### src/rtl/mult_acc_pkg.sv
`default_nettype none
// ============================================================================
//  Module      : mult_acc_pkg
//  Description : Shared constants, result type and saturating adder for the
//                multiplier accumulate stage.
//                Contents: default widths, ACC_MAX / ACC_MIN saturation
//                limits, acc_res_t {ovf, data}, sat_add().
//  Revision    : 1.0 - initial release
// ============================================================================
package mult_acc_pkg;

    localparam int ACC_W_DEF   = 40;
    localparam int PROD_W_DEF  = 32;
    localparam int LATENCY_DEF = 2;
    localparam int DEPTH_DEF   = 2;

    localparam logic [ACC_W_DEF-1:0] ACC_MAX = {1'b0, {(ACC_W_DEF-1){1'b1}}};
    localparam logic [ACC_W_DEF-1:0] ACC_MIN = {1'b1, {(ACC_W_DEF-1){1'b0}}};

    typedef struct packed {
        logic                 ovf;
        logic [ACC_W_DEF-1:0] data;
    } acc_res_t;

    // Signed add with one guard bit; the two top bits disagree exactly when
    // the true sum lies outside the ACC_W_DEF-bit signed range.
    function automatic acc_res_t sat_add(
        input logic [ACC_W_DEF-1:0] a,
        input logic [ACC_W_DEF-1:0] b
    );
        logic [ACC_W_DEF:0] s;
        acc_res_t           r;
        s = {a[ACC_W_DEF-1], a} + {b[ACC_W_DEF-1], b};
        if (s[ACC_W_DEF] != s[ACC_W_DEF-1]) begin
            r.ovf  = 1'b1;
            r.data = s[ACC_W_DEF] ? ACC_MIN : ACC_MAX;
        end else begin
            r.ovf  = 1'b0;
            r.data = s[ACC_W_DEF-1:0];
        end
        return r;
    endfunction

endpackage : mult_acc_pkg
`default_nettype wire

### src/rtl/mult_acc_fifo2.sv
`default_nettype none
// ============================================================================
//  Module      : mult_acc_fifo2
//  Description : DEPTH-entry synchronous FIFO with a register-file head and
//                registered occupancy count.
//                Ports: clk, rst_n (sync, active-low), push_i/push_data_i,
//                pop_i, head_o, valid_o, count_o.
//                head_o/valid_o depend only on registers (no pop_i path).
//  Revision    : 1.0 - initial release
// ============================================================================
module mult_acc_fifo2 #(
    parameter int DATA_W = 41,
    parameter int DEPTH  = 2
) (
    input  logic                       clk,
    input  logic                       rst_n,
    input  logic                       push_i,
    input  logic [DATA_W-1:0]          push_data_i,
    input  logic                       pop_i,
    output logic [DATA_W-1:0]          head_o,
    output logic                       valid_o,
    output logic [$clog2(DEPTH+1)-1:0] count_o
);

    localparam int PTR_W = (DEPTH > 1) ? $clog2(DEPTH) : 1;
    localparam int CNT_W = $clog2(DEPTH + 1);

    logic [DATA_W-1:0] mem_q [DEPTH];
    logic [PTR_W-1:0]  rd_ptr_q;
    logic [PTR_W-1:0]  wr_ptr_q;
    logic [CNT_W-1:0]  count_q;

    logic w_pop;
    logic w_push;

    // Pop on empty is ignored. A push at full is only taken when the head is
    // leaving in the same cycle, so the slot it overwrites is already freed.
    assign w_pop  = pop_i && (count_q != '0);
    assign w_push = push_i && ((count_q != CNT_W'(DEPTH)) || w_pop);

    function automatic logic [PTR_W-1:0] ptr_inc(input logic [PTR_W-1:0] p);
        return (p == PTR_W'(DEPTH - 1)) ? '0 : p + 1'b1;
    endfunction

    always_ff @(posedge clk) begin
        if (!rst_n) begin
            for (int i = 0; i < DEPTH; i++) begin
                mem_q[i] <= '0;
            end
            rd_ptr_q <= '0;
            wr_ptr_q <= '0;
            count_q  <= '0;
        end else begin
            if (w_push) begin
                mem_q[wr_ptr_q] <= push_data_i;
                wr_ptr_q        <= ptr_inc(wr_ptr_q);
            end
            if (w_pop) begin
                rd_ptr_q <= ptr_inc(rd_ptr_q);
            end
            if (w_push && !w_pop) begin
                count_q <= count_q + 1'b1;
            end else if (w_pop && !w_push) begin
                count_q <= count_q - 1'b1;
            end
        end
    end

    assign head_o  = mem_q[rd_ptr_q];
    assign valid_o = (count_q != '0);
    assign count_o = count_q;

endmodule : mult_acc_fifo2
`default_nettype wire

### src/rtl/mult16s_acc_stage.sv
`default_nettype none
// ============================================================================
//  Module      : mult16s_acc_stage
//  Description : Frame accumulator placed after the registered 16x16 signed
//                multiplier wrapper. Delays a valid/last sideband by LATENCY
//                to line up with product, sums products per frame into a
//                saturating ACC_W accumulator and pushes each frame result
//                into a DEPTH-entry output FIFO. in_ready is a credit check
//                so a push can never find the FIFO full.
//                Ports: clk, rst_n (sync, active-low), in_valid, in_last,
//                in_ready, product, out_valid, out_ready, out_data, out_ovf.
//                ACC_W must equal mult_acc_pkg::ACC_W_DEF (width of sat_add).
//  Revision    : 1.0 - initial release
// ============================================================================
module mult16s_acc_stage
    import mult_acc_pkg::*;
#(
    parameter int PROD_W  = PROD_W_DEF,
    parameter int ACC_W   = ACC_W_DEF,
    parameter int LATENCY = LATENCY_DEF,
    parameter int DEPTH   = DEPTH_DEF
) (
    input  logic              clk,
    input  logic              rst_n,
    input  logic              in_valid,
    input  logic              in_last,
    output logic              in_ready,
    input  logic [PROD_W-1:0] product,
    output logic              out_valid,
    input  logic              out_ready,
    output logic [ACC_W-1:0]  out_data,
    output logic              out_ovf
);

    localparam int CNT_W  = $clog2(DEPTH + 1);
    localparam int CRED_W = $clog2(DEPTH + LATENCY + 1);

    // Sideband delay line; index LATENCY-1 is aligned with product.
    logic [LATENCY-1:0] vld_q,  vld_d;
    logic [LATENCY-1:0] last_q, last_d;

    logic [ACC_W-1:0] acc_q,   acc_d;
    logic             ovf_q,   ovf_d;
    logic             first_q, first_d;

    logic             w_accept;
    logic             w_beat;
    logic             w_beat_last;
    logic [ACC_W-1:0] w_prod_ext;
    logic [ACC_W-1:0] w_base;
    acc_res_t         w_sum;
    logic             w_ovf;
    acc_res_t         w_push_res;
    acc_res_t         w_head;
    logic [CNT_W-1:0] w_fifo_count;
    logic [CRED_W-1:0] w_lasts;
    logic [CRED_W-1:0] w_credit_used;

    // ------------------------------------------------------------------
    // Credit: every last beat still in the delay line owns a FIFO slot.
    // Built from registers only, so out_ready never reaches in_ready.
    // ------------------------------------------------------------------
    always_comb begin
        w_lasts = '0;
        for (int i = 0; i < LATENCY; i++) begin
            w_lasts = w_lasts + CRED_W'(vld_q[i] & last_q[i]);
        end
        w_credit_used = CRED_W'(w_fifo_count) + w_lasts;
    end

    assign in_ready = (w_credit_used < CRED_W'(DEPTH));
    assign w_accept = in_valid & in_ready;

    always_comb begin
        vld_d     = vld_q;
        last_d    = last_q;
        vld_d[0]  = w_accept;
        last_d[0] = in_last;
        for (int i = 1; i < LATENCY; i++) begin
            vld_d[i]  = vld_q[i-1];
            last_d[i] = last_q[i-1];
        end
    end

    // ------------------------------------------------------------------
    // Accumulate on the aligned beat. The first beat of a frame replaces
    // the running sum rather than adding to it, so frames can be packed
    // back to back with no idle cycle.
    // ------------------------------------------------------------------
    assign w_beat      = vld_q[LATENCY-1];
    assign w_beat_last = last_q[LATENCY-1];
    assign w_prod_ext  = ACC_W'(signed'(product));
    assign w_base      = first_q ? '0 : acc_q;
    assign w_sum       = sat_add(w_base, w_prod_ext);
    assign w_ovf       = (!first_q & ovf_q) | w_sum.ovf;

    always_comb begin
        acc_d   = acc_q;
        ovf_d   = ovf_q;
        first_d = first_q;
        if (w_beat) begin
            acc_d   = w_sum.data;
            ovf_d   = w_ovf;
            first_d = w_beat_last;
        end
    end

    always_comb begin
        w_push_res      = '0;
        w_push_res.data = w_sum.data;
        w_push_res.ovf  = w_ovf;
    end

    always_ff @(posedge clk) begin
        if (!rst_n) begin
            vld_q   <= '0;
            last_q  <= '0;
            acc_q   <= '0;
            ovf_q   <= 1'b0;
            first_q <= 1'b1;
        end else begin
            vld_q   <= vld_d;
            last_q  <= last_d;
            acc_q   <= acc_d;
            ovf_q   <= ovf_d;
            first_q <= first_d;
        end
    end

    // ------------------------------------------------------------------
    // Output FIFO
    // ------------------------------------------------------------------
    mult_acc_fifo2 #(
        .DATA_W ($bits(acc_res_t)),
        .DEPTH  (DEPTH)
    ) u_fifo (
        .clk         (clk),
        .rst_n       (rst_n),
        .push_i      (w_beat & w_beat_last),
        .push_data_i (w_push_res),
        .pop_i       (out_ready),
        .head_o      (w_head),
        .valid_o     (out_valid),
        .count_o     (w_fifo_count)
    );

    assign out_data = w_head.data;
    assign out_ovf  = w_head.ovf;

endmodule : mult16s_acc_stage
`default_nettype wire

### config.mk
export PLATFORM = sky130hd
export DESIGN_NAME = mult16s_acc_stage
export DESIGN_NICKNAME = d
export VERILOG_FILES = /design/src/rtl/mult_acc_pkg.sv /design/src/rtl/mult_acc_fifo2.sv /design/src/rtl/mult16s_acc_stage.sv
export SDC_FILE = /design/constraint.sdc
export NUM_CORES = 1
export LEC_CHECK = 0
export CAP_MARGIN = 20
export CORE_UTILIZATION = 35
export CTS_CLUSTER_SIZE = 8
export DETAILED_ROUTE_END_ITERATION = 8
export HOLD_SLACK_MARGIN = 0.03
export SLEW_MARGIN = 20
export SYNTH_ARGS = -nofsm -noshare
export SYNTH_HDL_FRONTEND = slang
export SYNTH_SLANG_ARGS = --single-unit
### constraint.sdc
create_clock -name clk -period 8.5 [get_ports clk]
set_input_delay 1.275 -clock clk [delete_from_list [all_inputs] [get_ports clk]]
set_output_delay 1.275 -clock clk [all_outputs]
set_load 0.03 [all_outputs]
==> results of run 1 <==
==> worst register-to-register path, delay by kind of cell (launching register included) <==
family | cells | cell delay (ns)
flip-flops | 1 | 0.31
buffers and inverters | 5 | 1.84
AO/OA/AOI/OAI | 6 | 1.52
adder cells (fa/ha/maj) | 2 | 1.18
AND/OR/NAND/NOR | 5 | 1.04
multiplexers | 1 | 0.32
==> cell families after synthesis <==
logic type      count (synthesis)  share of synthesized area
buf+inv                        75                    0.03773
flops                         133                     0.4119
fa+ha+maj                      45                    0.06747
xor+xnor                       27                    0.02796
mux                            48                    0.06288
simple gates                  280                     0.1657
compound gates                296                     0.2264
==> where the power goes <==
part | total [mW] | internal, mW | switching, mW
logic | 0.422 | 0.164 | 0.257
registers | 0.751 | 0.718 | 0.0327
clock network | 0.742 | 0.436 | 0.306
==> metal layers <==
layer	GRT usage	vias to the layer above	routed length [µm]
met4	0.05363	0	257
met3	0.02258	21	1221
met5	0	-	0
li1	-	3451	-
met2	0.2838	211	9891
met1	0.3017	3397	12100
==> synth_stat cells (all sizes together) (2+ instances only) <==
cell,n,area [µm²]
a211o,4,35.03
a211oi,18,152.7
a21boi,3,22.52
a21o,17,127.6
a21oi,111,641.9
a2bb2oi,2,17.52
a311oi,4,35.03
a31oi,27,168.9
a41oi,2,17.52
and2,12,75.07
and3,9,56.30
buf,18,105.1
clkbuf,40,150.1
dfxtp,51,1021
edfxtp,82,2462
ha,44,550.5
inv,16,60.06
mux2,41,461.7
mux2i,7,70.07
nand2,52,197.7
nand2b,7,43.79
nand3,24,120.1
nand4,10,62.56
nor2,82,310.3
nor2b,46,287.8
nor3,20,110.1
nor3b,4,30.03
o2111ai,2,17.52
o211a,3,30.03
o211ai,10,75.07
o21a,8,60.06
o21ai,63,319.1
o21bai,2,15.01
o22ai,3,18.77
o31ai,3,22.52
o41ai,5,43.79
or2,3,18.77
or3,5,31.28
or4b,2,20.02
xnor2,14,122.6
xor2,13,113.9
==> how the worst min path moves through the flow <==
stage	slack, ns	endpoint
finish	0.45	last_q[1]
global route	0.48	last_q[1]
CTS	0.45	last_q[1]
detailed placement	0.44	last_q[1]
global placement	0.44	last_q[1]
floorplan	0.43	last_q[1]
==> state kept, by name (all words and copies together), names as in the netlist, named ones only <==
name             cells
u_fifo.count_o       2
last_q               2
acc_q               40
first_q              1
ovf_q                1
u_fifo.wr_ptr_q      1
vld_q                2
u_fifo.rd_ptr_q      1
u_fifo.mem_q        82
==> stage by stage <==
step | total power [mW] | util | cell area [µm²]
finish | 1.914 | 0.4265 | 10070
global route | 1.988 | 0.4265 | 10070
CTS | 1.923 | 0.4254 | 10040
detailed placement | 1.182 | 0.4008 | 9464
global placement | 1.181 | 0.4008 | 9464
floorplan | 1.033 | - | 8457
==> area by class of cell <==
cell class                 instances  area [µm²]  share of cell area
timing repair buffer              88       870.8             0.08648
tap                              319       399.1             0.03964
multi-input combinational        696        4669              0.4637
inverter                          17       63.81            0.006337
clock inverter                    14       151.4             0.01503
sequential                       133        3486              0.3462
clock buffer                      18       429.2             0.04262
==> tab_implementation.tex, run 1 <==
\begin{tabular}{lr}
\hline
Metric & Value \\
\hline
\multicolumn{2}{l}{\textbf{Run status}} \\
\quad Status & complete, no violations \\
\multicolumn{2}{l}{\textbf{Finish}} \\
\quad Number of cells in the finished layout apart from fillers & 1285 \\
\quad Number of inserted diodes & 0 \\
\quad Area growth from synthesis to final layout & 19.07\% \\
\quad Share of layout cells above drive strength 1 & 0.1242 \\
\quad Layout fillers & 2302 \\
\quad Leading cell types in the layout, fill and taps excluded & sky130\_fd\_sc\_hd\_\_a21oi\_1, sky130\_fd\_sc\_hd\_\_edfxtp\_1, sky130\_fd\_sc\_hd\_\_nor2\_1 \\
\quad Net count of the finished layout & 1035 \\
\quad Most common library cell in the layout ignoring fill and taps & sky130\_fd\_sc\_hd\_\_a21oi\_1 \\
\multicolumn{2}{l}{\textbf{Setup path}} \\
\quad CP arrival & 7.02 ns \\
\quad End of the critical path & u\_fifo.mem\_q[1][38] \\
\quad Highest net fanout along the worst path & 44 \\
\quad Length in cells of the worst reg-to-reg path & 19 \\
\quad Kind of critical path & in -> reg \\
\quad Number of buffer and inverter stages on the critical path & 5 \\
\quad Beginning of the worst register-to-register path & first\_q \\
\quad Capture point of the worst reg-to-reg path & u\_fifo.mem\_q[1][38] \\
\quad Slack of the worst reg-to-reg path & 2.01 ns \\
\quad Setup crit start & product[17] \\
\quad Slowest library cell on the worst path & sky130\_fd\_sc\_hd\_\_ha\_1 \\
\quad Most common cell type on the critical path & sky130\_fd\_sc\_hd\_\_buf\_4 \\
\quad Number of cells on the critical path & 18 \\
\quad Type of element launching the critical path & input port \\
\quad CP endpoint kind & register \\
\quad Family of cells with the greatest summed delay on the critical path & buffers and inverters \\
\quad Required @ worst endpoint & 8.65 ns \\
\quad Critical Path, Cell by Cell & clkdlybuf4s50\_1, ha\_1, o21ai\_0, o21a\_1, o21ai\_1, o31a\_1, nand2\_1, a31oi\_1, mux2i\_1, nand3\_1, ha\_1, clkinv\_1, buf\_4, nor4\_2, buf\_4, nor2\_4, buf\_4, a21oi\_1 \\
\quad CP peak stage delay & 0.73 ns \\
\multicolumn{2}{l}{\textbf{Synthesis}} \\
\quad Share of flip-flops with an asynchronous set or reset after synthesis & 0 \\
\quad Count of state elements after synthesis & 133 \\
\quad Post-synthesis instance total & 904 \\
\quad Synthesis warning total & 0 \\
\quad EDFF count, synth & 82 \\
\quad Dominant register cell in the synthesized netlist & sky130\_fd\_sc\_hd\_\_edfxtp\_1 \\
\quad Number of unique standard cell types used by synthesis & 66 \\
\quad Average cell area after synthesis & 9.355 µm² \\
\quad Total standard cell area after synthesis & 8457 µm² \\
\quad Seq/Total Area, Yosys & 0.4119 \\
\quad Net Count, Synth & 986 \\
\multicolumn{2}{l}{\textbf{Timing}} \\
\quad Final hold violations & 0 \\
\quad Worst slew slack as a fraction of its limit & 0.2436 \\
\quad Total Negative Setup Slacks & 0 ns \\
\quad Final critical-path setup slack & 1.630 ns \\
\quad Post-route fraction of the period consumed by the critical path & 0.8082 \\
\quad Post-route worst hold slack & 0.4485 ns \\
\quad Shortest period the worst path allows & 6.870 ns \\
\quad Total count of max-transition violations in the final report & 0 \\
\quad Worst Clk Skew & 0.02159 ns \\
\quad Final setup violating endpoints & 0 \\
\quad Maximum clock frequency & 145.6 MHz \\
\quad Transition time at the pin with the least slew margin & 1.128 ns \\
\quad Unrepaired setup endpoints after global routing & no \\
\multicolumn{2}{l}{\textbf{Floorplanning}} \\
\quad Placeable Area & 23610 µm² \\
\quad Cell row count & 56 \\
\quad Die Span Y & 157.4 µm \\
\quad Die Span X & 157.4 µm \\
\quad Die area & 24790 µm² \\
\quad Ports placed on the boundary & 80 \\
\quad Effective utilization at floorplan & 0.3581 \\
\multicolumn{2}{l}{\textbf{Drt}} \\
\quad Wire length reported by the detailed router & 23470 µm \\
\quad Total number of vias & 7080 \\
\quad DR pass1 iterations & 5 \\
\quad Routed via count divided by cell count & 5.510 \\
\quad Violation count after the first detailed-route iteration & 557 \\
\quad ANT nets after route & 0 \\
\quad DRC violation count after routing & 0 \\
\quad Average wire per cell in the routed design & 18.26 µm \\
\multicolumn{2}{l}{\textbf{Placement}} \\
\quad Count of buffers inserted at the top-level ports & 79 \\
\quad Final HPWL DP & 16500 µm \\
\quad Placed cells & 1252 \\
\quad Worst slack after detailed placement & 1.322 ns \\
\quad Final weighted congestion in routability-driven placement & 1.023 \\
\multicolumn{2}{l}{\textbf{Worst hold path}} \\
\quad Hold Path Cell Cnt & 1 \\
\quad Worst hold-check path type & reg -> reg \\
\quad Startpoint of the tightest hold check path & last\_q[0] \\
\multicolumn{2}{l}{\textbf{Clock tree}} \\
\quad Setup Buffers After CTS & 0 \\
\quad Worst-skew pair later-pin latency & 0.43 ns \\
\quad Master cell of the clock root buffer & sky130\_fd\_sc\_hd\_\_clkbuf\_16 \\
\quad Cts hold-fix bufs & 0 \\
\quad CTS sink count & 133 \\
\quad Max clock buf depth & 2 \\
\quad Clk slew on worst S/H paths & 0.06 ns \\
\quad Clock buffers created by TritonCTS & 17 \\
\quad Clock tree from TritonCTS & yes \\
\quad Depth of the CTS H-tree & 4 \\
\quad Number of gates given a new drive strength after cts & 0 \\
\multicolumn{2}{l}{\textbf{Power}} \\
\quad P\_leak & 3.792 nW \\
\quad Power density over cell area & 190.1 nW/µm² \\
\quad Peak supply drop & 132.2 µV \\
\multicolumn{2}{l}{\textbf{GRT}} \\
\quad Global route overflow & 0 \\
\quad Largest net degree at the start of global routing & 69 \\
\quad Vias in the first global route & 6640 \\
\quad Antenna violations before repair & 0 \\
\quad First-pass GRT wire length & 36940 µm \\
\quad Overall routing resource usage & 0.1959 \\
\multicolumn{2}{l}{\textbf{Flow run}} \\
\quad \# Max-Cap Violations & 0 \\
\hline
\end{tabular}
Power figures use the tool's default switching activity.
==> run 2, diff against run 1 <==
- clock period: 8.5 -> 7.2 ns (I/O delays scaled with it)
==> run 2 against run 1 <==
Net effect: power grew 16%; worst setup slack got worse by 0.011 ns; wire length shrank 1.5%; first-iteration DRC count grew 8.1%; hold slack barely moved; critical path type unchanged; critical endpoint is now u_fifo.mem_q[1][23].
==> tab_implementation.tex, run 2 (synthesis gave the netlist of run 1 again) <==
\begin{tabular}{lr}
\hline
Metric & Value \\
\hline
\multicolumn{2}{l}{\textbf{Finish}} \\
\quad Share of layout cells above drive strength 1 & 0.1272 (was 0.1242) \\
\quad Leading cell types in the layout, fill and taps excluded & sky130\_fd\_sc\_hd\_\_a21oi\_1, sky130\_fd\_sc\_hd\_\_edfxtp\_1, sky130\_fd\_sc\_hd\_\_nor2\_1 (unchanged) \\
\quad Layout fillers & 2308 (was 2302) \\
\quad Number of inserted diodes & 0 (unchanged) \\
\quad Flip-flop count of the largest register, all copies and words added & 82 (unchanged) \\
\quad Register bank with the most flops & u\_fifo.mem\_q (unchanged) \\
\quad Net count of the finished layout & 1036 (was 1035) \\
\quad Most common library cell in the layout ignoring fill and taps & sky130\_fd\_sc\_hd\_\_a21oi\_1 (unchanged) \\
\quad Largest registers & u\_fifo.mem\_q: 82 flops, acc\_q: 40 flops (unchanged) \\
\quad Area growth from synthesis to final layout & 19.00\% (was 19.07\%) \\
\multicolumn{2}{l}{\textbf{Timing}} \\
\quad Shortest period the worst path allows & 5.581 ns \\
\quad Transition time at the pin with the least slew margin & 1.038 ns (was 1.128 ns) \\
\quad Maximum clock frequency & 179.2 MHz \\
\quad Final hold violations & 0 (unchanged) \\
\quad Unrepaired setup endpoints after global routing & no (unchanged) \\
\quad Total Negative Setup Slacks & 0 ns (unchanged) \\
\quad Worst Clk Skew & 0.01450 ns (was 0.02159 ns) \\
\quad Total count of max-transition violations in the final report & 0 (unchanged) \\
\quad Worst slew slack as a fraction of its limit & 0.3082 (was 0.2436) \\
\quad Final setup violating endpoints & 0 (unchanged) \\
\quad Post-route fraction of the period consumed by the critical path & 0.7751 \\
\quad Post-route worst hold slack & 0.4485 ns (about the same) \\
\multicolumn{2}{l}{\textbf{GRT}} \\
\quad Largest net degree at the start of global routing & 79 (was 69) \\
\quad First-pass GRT wire length & 36490 µm (was 36940 µm) \\
\quad Vias in the first global route & 6541 (was 6640) \\
\quad Global route overflow & 0 (unchanged) \\
\quad Antenna violations before repair & 0 (unchanged) \\
\quad Overall routing resource usage & 0.1935 (was 0.1959) \\
\multicolumn{2}{l}{\textbf{Power}} \\
\quad Power density over cell area & 221.1 nW/µm² (was 190.1 nW/µm²) \\
\quad P\_leak & 3.789 nW (was 3.792 nW) \\
\quad Peak supply drop & 133.4 µV (was 132.2 µV) \\
\multicolumn{2}{l}{\textbf{Clock tree}} \\
\quad Clock buffers created by TritonCTS & 17 (unchanged) \\
\quad Clk slew on worst S/H paths & 0.06 ns (about the same) \\
\quad CTS sink count & 133 (unchanged) \\
\quad Clock tree from TritonCTS & yes (unchanged) \\
\quad Number of gates given a new drive strength after cts & 0 (unchanged) \\
\quad Depth of the CTS H-tree & 4 (unchanged) \\
\quad Master cell of the clock root buffer & sky130\_fd\_sc\_hd\_\_clkbuf\_16 (unchanged) \\
\quad Worst-skew pair later-pin latency & 0.43 ns (about the same) \\
\quad Setup Buffers After CTS & 0 (unchanged) \\
\quad Max clock buf depth & 2 (unchanged) \\
\quad Cts hold-fix bufs & 0 (unchanged) \\
\multicolumn{2}{l}{\textbf{Drt}} \\
\quad DR pass1 iterations & 5 (unchanged) \\
\quad Average wire per cell in the routed design & 17.97 µm (was 18.26 µm) \\
\quad DRC violation count after routing & 0 (unchanged) \\
\quad Routed via count divided by cell count & 5.463 (was 5.510) \\
\quad ANT nets after route & 0 (unchanged) \\
\quad Total number of vias & 7025 (was 7080) \\
\quad Wire length reported by the detailed router & 23110 µm (was 23470 µm) \\
\quad Violation count after the first detailed-route iteration & 602 (was 557) \\
\multicolumn{2}{l}{\textbf{Setup path}} \\
\quad Critical Path, Cell by Cell & clkdlybuf4s50\_1, ha\_1, a21oi\_1, o21a\_1, a21oi\_1, o21ai\_0, a21o\_1, a31oi\_1, mux2i\_1, nand3\_1, ha\_1, clkinv\_1, a211oi\_4, nor2\_4, buf\_4, a21oi\_1 (was clkdlybuf4s50\_1, ha\_1, o21ai\_0, o21a\_1, o21ai\_1, o31a\_1, nand2\_1, a31oi\_1, mux2i\_1, nand3\_1, ha\_1, clkinv\_1, buf\_4, nor4\_2, buf\_4, nor2\_4, buf\_4, a21oi\_1) \\
\quad CP peak stage delay & 0.62 ns (was 0.73 ns) \\
\quad Type of element launching the critical path & input port (unchanged) \\
\quad Slowest library cell on the worst path & sky130\_fd\_sc\_hd\_\_a211oi\_4 (was sky130\_fd\_sc\_hd\_\_ha\_1) \\
\quad Most common cell type on the critical path & sky130\_fd\_sc\_hd\_\_a21oi\_1 (was sky130\_fd\_sc\_hd\_\_buf\_4) \\
\quad Highest net fanout along the worst path & 55 (was 44) \\
\quad CP arrival & 5.85 ns (was 7.02 ns) \\
\quad Kind of critical path & in -> reg (unchanged) \\
\quad Required @ worst endpoint & 7.47 ns (was 8.65 ns) \\
\quad CP endpoint kind & register (unchanged) \\
\multicolumn{2}{l}{\textbf{Floorplanning}} \\
\quad Die Span X & 157.4 µm (unchanged) \\
\quad Die Span Y & 157.4 µm (unchanged) \\
\quad Placeable Area & 23610 µm² (unchanged) \\
\quad Cell row count & 56 (unchanged) \\
\quad Effective utilization at floorplan & 0.3581 (unchanged) \\
\quad Die area & 24790 µm² (unchanged) \\
\quad Ports placed on the boundary & 80 (unchanged) \\
\multicolumn{2}{l}{\textbf{Worst hold path}} \\
\quad Worst hold-check path type & reg -> reg (unchanged) \\
\multicolumn{2}{l}{\textbf{Run status}} \\
\quad Status & complete, no violations (unchanged) \\
\multicolumn{2}{l}{\textbf{Placement}} \\
\quad Final weighted congestion in routability-driven placement & 0.9284 (was 1.023) \\
\quad Count of buffers inserted at the top-level ports & 79 (unchanged) \\
\quad Final HPWL DP & 16240 µm (was 16500 µm) \\
\multicolumn{2}{l}{\textbf{Flow run}} \\
\quad \# Max-Cap Violations & 0 (unchanged) \\
\hline
\end{tabular}
## run 2: cell types whose count changed in the layout (fill, tap and decap cells not counted), sizes merged
cell	change
inv	-1
clkbuf	+1
clkinvlp	+1
bufinv	-1
buf	+1
## run 2: final timing paths
check | endpoint | slack (ns) | cells past startpoint | start
max | u_fifo.mem_q[1][23] | 1.62 | 16 | product[28]
min | last_q[1] | 0.45 | 1 | last_q[0]
max reg2reg | u_fifo.mem_q[1][23] | 1.82 | 17 | first_q
min reg2reg | last_q[1] | 0.45 | 1 | last_q[0]
## run 2: where the power goes
group,switching (mW),leakage [nW],internal [mW]
clock network,0.355,0.271,0.489
logic,0.301,2.25,0.194
registers,0.0379,1.26,0.848
## run 2: cell type report
cell class	instances	area [µm²]	share of cell area
Multi-Input combinational cell	696	4669	0.4640
Sequential cell	133	3486	0.3464
Timing Repair Buffer	89	878.3	0.08728
Clock buffer	19	442.9	0.04401
Tap cell	319	399.1	0.03966
Clock inverter	13	123.9	0.01231
Inverter	17	63.81	0.006341
## run 2: per-stage QoR
step	power, mW	utilization	cells	area (µm²)	setup slack [ns]
3_5_place_dp	1.394	0.4011	1253	9472	1.212
4_1_cts	2.233	0.4251	1285	10040	1.641
3_3_place_gp	1.393	0.4011	1253	9472	1.368
6_report	2.225	0.4262	1286	10060	1.619
5_1_grt	2.310	0.4262	1286	10060	1.201
2_1_floorplan	1.220	-	904	8457	2.540
## run 2: routing by layer
| metal | vias up | track usage | share of wire |
|---|---|---|---|
| met4 | 0 | 0.05779 | 0.015 |
| met3 | 30 | 0.02120 | 0.047 |
| met1 | 3328 | 0.2907 | 0.51 |
| li1 | 3464 | - | - |
| met5 | - | 0 | 0 |
| met2 | 203 | 0.2878 | 0.43 |
## run 2: critical path: cells and delay by family
kind | cells | cell delay [ns]
AO/OA/AOI/OAI | 8 | 2.39
multiplexers | 1 | 0.28
adder cells (fa/ha/maj) | 2 | 0.74
AND/OR/NAND/NOR | 2 | 0.30
buffers and inverters | 3 | 1.02
==> run 3, diff against run 2 <==
- clock period: 7.2 -> 4.6 ns (I/O delays scaled with it)
==> run 3 against run 2 <==
Net effect: via count is 6.0% higher; clock skew down 0.0057 ns; critical path depth increased by 3; non-clock buffer count rose by 103; first-iteration DRC count is 7.5% lower; cell count increased by 8.0%; clock power is 56% higher.
==> tab_implementation.tex, run 3 (synthesis gave the netlist of run 1 again) <==
\begin{tabular}{lr}
\hline
Metric & Value \\
\hline
\multicolumn{2}{l}{\textbf{Run status}} \\
\quad Status & complete, no violations (unchanged) \\
\multicolumn{2}{l}{\textbf{Setup path}} \\
\quad Slowest library cell on the worst path & sky130\_fd\_sc\_hd\_\_clkdlybuf4s50\_1 (was sky130\_fd\_sc\_hd\_\_a211oi\_4) \\
\quad Slack of the worst reg-to-reg path & 0.27 ns (was 1.82 ns) \\
\quad Kind of critical path & in -> reg (unchanged) \\
\quad Family of cells with the greatest summed delay on the critical path & compound AO/OA/AOI/OAI gates (unchanged) \\
\quad Critical Path, Cell by Cell & clkdlybuf4s50\_1, ha\_2, inv\_1, fa\_1, nand2b\_1, a21o\_1, a211oi\_2, o21ai\_2, a31o\_1, a21oi\_2, nor2\_1, ha\_1, buf\_6, nor3b\_1, mux2i\_1, o41ai\_2, a311oi\_1, buf\_4, a21oi\_1 (was clkdlybuf4s50\_1, ha\_1, a21oi\_1, o21a\_1, a21oi\_1, o21ai\_0, a21o\_1, a31oi\_1, mux2i\_1, nand3\_1, ha\_1, clkinv\_1, a211oi\_4, nor2\_4, buf\_4, a21oi\_1) \\
\quad CP arrival & 4.57 ns (was 5.85 ns) \\
\quad Length in cells of the worst reg-to-reg path & 20 (was 17) \\
\quad Highest net fanout along the worst path & 15 (was 55) \\
\quad CP endpoint kind & register (unchanged) \\
\quad Capture point of the worst reg-to-reg path & u\_fifo.mem\_q[1][33] (was u\_fifo.mem\_q[1][23]) \\
\quad Number of buffer and inverter stages on the critical path & 4 (was 3) \\
\quad Required @ worst endpoint & 4.76 ns (was 7.47 ns) \\
\quad Type of element launching the critical path & input port (unchanged) \\
\quad Setup crit start & product[0] (was product[28]) \\
\quad CP peak stage delay & 0.49 ns (was 0.62 ns) \\
\quad Beginning of the worst register-to-register path & first\_q (unchanged) \\
\multicolumn{2}{l}{\textbf{Finish}} \\
\quad Share of layout cells above drive strength 1 & 0.2196 (was 0.1272) \\
\quad Most common library cell in the layout ignoring fill and taps & sky130\_fd\_sc\_hd\_\_buf\_4 (was sky130\_fd\_sc\_hd\_\_a21oi\_1) \\
\quad Area growth from synthesis to final layout & 29.03\% (was 19.00\%) \\
\quad Number of inserted diodes & 0 (unchanged) \\
\quad Net count of the finished layout & 1139 (was 1036) \\
\quad Post-route standard cell area excluding fillers & 10910 µm² (was 10060 µm²) \\
\quad Largest registers & u\_fifo.mem\_q: 82 flops, acc\_q: 40 flops (unchanged) \\
\quad Number of cells in the finished layout apart from fillers & 1389 (was 1286) \\
\quad Register bank with the most flops & u\_fifo.mem\_q (unchanged) \\
\quad Flip-flop count of the largest register, all copies and words added & 82 (unchanged) \\
\quad Leading cell types in the layout, fill and taps excluded & sky130\_fd\_sc\_hd\_\_buf\_4, sky130\_fd\_sc\_hd\_\_a21oi\_1, sky130\_fd\_sc\_hd\_\_edfxtp\_1 (was sky130\_fd\_sc\_hd\_\_a21oi\_1, sky130\_fd\_sc\_hd\_\_edfxtp\_1, sky130\_fd\_sc\_hd\_\_nor2\_1) \\
\quad Final core utilization & 0.4621 (was 0.4262) \\
\multicolumn{2}{l}{\textbf{Floorplanning}} \\
\quad Cell row count & 56 (unchanged) \\
\quad Effective utilization at floorplan & 0.3581 (unchanged) \\
\quad Placeable Area & 23610 µm² (unchanged) \\
\quad Die area & 24790 µm² (unchanged) \\
\quad Die Span X & 157.4 µm (unchanged) \\
\quad Die Span Y & 157.4 µm (unchanged) \\
\quad Ports placed on the boundary & 80 (unchanged) \\
\multicolumn{2}{l}{\textbf{Drt}} \\
\quad Average wire per cell in the routed design & 17.27 µm (was 17.97 µm) \\
\quad Detailed-routed wire length on met2 & 10460 µm (was 9873 µm) \\
\quad DR pass1 iterations & 6 (was 5) \\
\quad Routed via count divided by cell count & 5.363 (was 5.463) \\
\quad DRC violation count after routing & 0 (unchanged) \\
\quad Total number of vias & 7449 (was 7025) \\
\quad Violation count after the first detailed-route iteration & 557 (was 602) \\
\quad Amount of wire on met3 after detailed routing & 1054 µm (was 1077 µm) \\
\quad Wire length reported by the detailed router & 23990 µm (was 23110 µm) \\
\quad ANT nets after route & 0 (unchanged) \\
\quad Post-Route M1 WL & 12190 µm (was 11820 µm) \\
\quad Topmost layer with routed signal wires & met4 (unchanged) \\
\multicolumn{2}{l}{\textbf{Timing}} \\
\quad Worst Clk Skew & 0.008771 ns (was 0.01450 ns) \\
\quad Maximum clock frequency & 226.8 MHz \\
\quad Worst slew slack as a fraction of its limit & 0.3232 (was 0.3082) \\
\quad Shortest period the worst path allows & 4.409 ns \\
\quad Final setup violating endpoints & 0 (unchanged) \\
\quad Transition time at the pin with the least slew margin & 1.015 ns (was 1.038 ns) \\
\quad Final critical-path setup slack & 0.1910 ns (was 1.619 ns) \\
\quad Total count of max-transition violations in the final report & 0 (unchanged) \\
\quad Final hold violations & 0 (unchanged) \\
\quad Post-route fraction of the period consumed by the critical path & 0.9585 \\
\multicolumn{2}{l}{\textbf{Power}} \\
\quad Power density over cell area & 326.4 nW/µm² (was 221.1 nW/µm²) \\
\quad P\_leak & 4.309 nW (was 3.789 nW) \\
\quad Power after layout & 3.561 mW (was 2.225 mW) \\
\quad Peak supply drop & 290.8 µV (was 133.4 µV) \\
\multicolumn{2}{l}{\textbf{Worst hold path}} \\
\quad Startpoint of the tightest hold check path & last\_q[0] (unchanged) \\
\quad Worst hold-check path type & reg -> reg (unchanged) \\
\quad Hold Path Cell Cnt & 1 (unchanged) \\
\quad End point of the worst hold path & last\_q[1] (unchanged) \\
\multicolumn{2}{l}{\textbf{GRT}} \\
\quad First-pass GRT wire length & 37540 µm (was 36490 µm) \\
\quad Overall routing resource usage & 0.1996 (was 0.1935) \\
\quad Largest net degree at the start of global routing & 58 (was 79) \\
\quad Vias in the first global route & 6905 (was 6541) \\
\quad Global route overflow & 0 (unchanged) \\
\quad Antenna violations before repair & 0 (unchanged) \\
\multicolumn{2}{l}{\textbf{Clock tree}} \\
\quad Cts hold-fix bufs & 0 (unchanged) \\
\quad Clock buffers created by TritonCTS & 17 (unchanged) \\
\quad Depth of the CTS H-tree & 4 (unchanged) \\
\quad CTS sink count & 133 (unchanged) \\
\quad Worst-skew pair later-pin latency & 0.42 ns (was 0.43 ns) \\
\quad Clk slew on worst S/H paths & 0.06 ns (about the same) \\
\quad Max clock buf depth & 2 (unchanged) \\
\quad Master cell of the clock root buffer & sky130\_fd\_sc\_hd\_\_clkbuf\_16 (unchanged) \\
\quad Clock tree from TritonCTS & yes (unchanged) \\
\multicolumn{2}{l}{\textbf{Placement}} \\
\quad Final weighted congestion in routability-driven placement & 0.9488 (was 0.9284) \\
\quad Count of buffers inserted at the top-level ports & 79 (unchanged) \\
\quad Area of placed instances & 10270 µm² (was 9472 µm²) \\
\quad Final HPWL DP & 17880 µm (was 16240 µm) \\
\quad Placed cells & 1356 (was 1253) \\
\quad Worst slack after detailed placement & -0.3167 ns (was 1.212 ns) \\
\multicolumn{2}{l}{\textbf{Flow run}} \\
\quad \# Max-Cap Violations & 0 (unchanged) \\
\hline
\end{tabular}
-- run 3: cell count changes in the layout (fill, tap and decap cells not counted), moves of 2 or more --
cell	delta
sky130_fd_sc_hd__a21oi_2	+2
sky130_fd_sc_hd__clkinv_4	+2
sky130_fd_sc_hd__buf_4	+101
sky130_fd_sc_hd__a211oi_2	+2
sky130_fd_sc_hd__a211oi_1	-2
sky130_fd_sc_hd__a21oi_1	-2
sky130_fd_sc_hd__inv_6	-2
-- run 3: repair_timing --
item,4_1_cts,5_1_grt
resized for setup,0,11
setup endpoints to repair,0,91
buffers inserted,0,1
-- run 3: worst max-delay path by stage --
stage | end | slack [ns] | cells after the start
after floorplan | u_fifo.mem_q[0][11] | 0.33 | 17
after global placement | u_fifo.mem_q[1][10] | -0.26 | 19
after detailed placement | u_fifo.mem_q[0][26] | -0.32 | 19
after CTS | u_fifo.mem_q[0][26] | 0.09 | 19
after global routing | u_fifo.mem_q[0][10] | -0.007 | 19
final | u_fifo.mem_q[1][33] | 0.19 | 19
-- run 3: area by class of cell --
type | instances | area, µm²
Sequential cell | 133 | 3486
Clock inverter | 12 | 122.6
Timing Repair Buffer | 192 | 1668
Inverter | 17 | 63.81
Fill cell | 2272 | 12700
Clock buffer | 20 | 456.7
Tap cell | 319 | 399.1
Multi-Input combinational cell | 696 | 4716
-- run 3: per-layer routing --
metal  global-route usage  vias to the layer above
met1               0.2953                     3574
met3              0.03111                       17
li1                     -                     3667
met5                    0                        -
met2               0.2988                      191
met4              0.05317                        0
-- run 3: where the power goes --
group          switching, mW  internal (mW)
clock network          0.540          0.782
logic                  0.478          0.371
registers             0.0642           1.33
-- run 3: per-stage QoR --
| stage | hold WS (ns) | setup TNS (ns) |
|---|---|---|
| 2_1_floorplan | 0.4264 | 0 |
| 3_3_place_gp | 0.4300 | -18.54 |
| 3_5_place_dp | 0.4382 | -21.20 |
| 4_1_cts | 0.4572 | 0 |
| 5_1_grt | 0.5027 | -0.007340 |
| 6_report | 0.4568 | 0 |
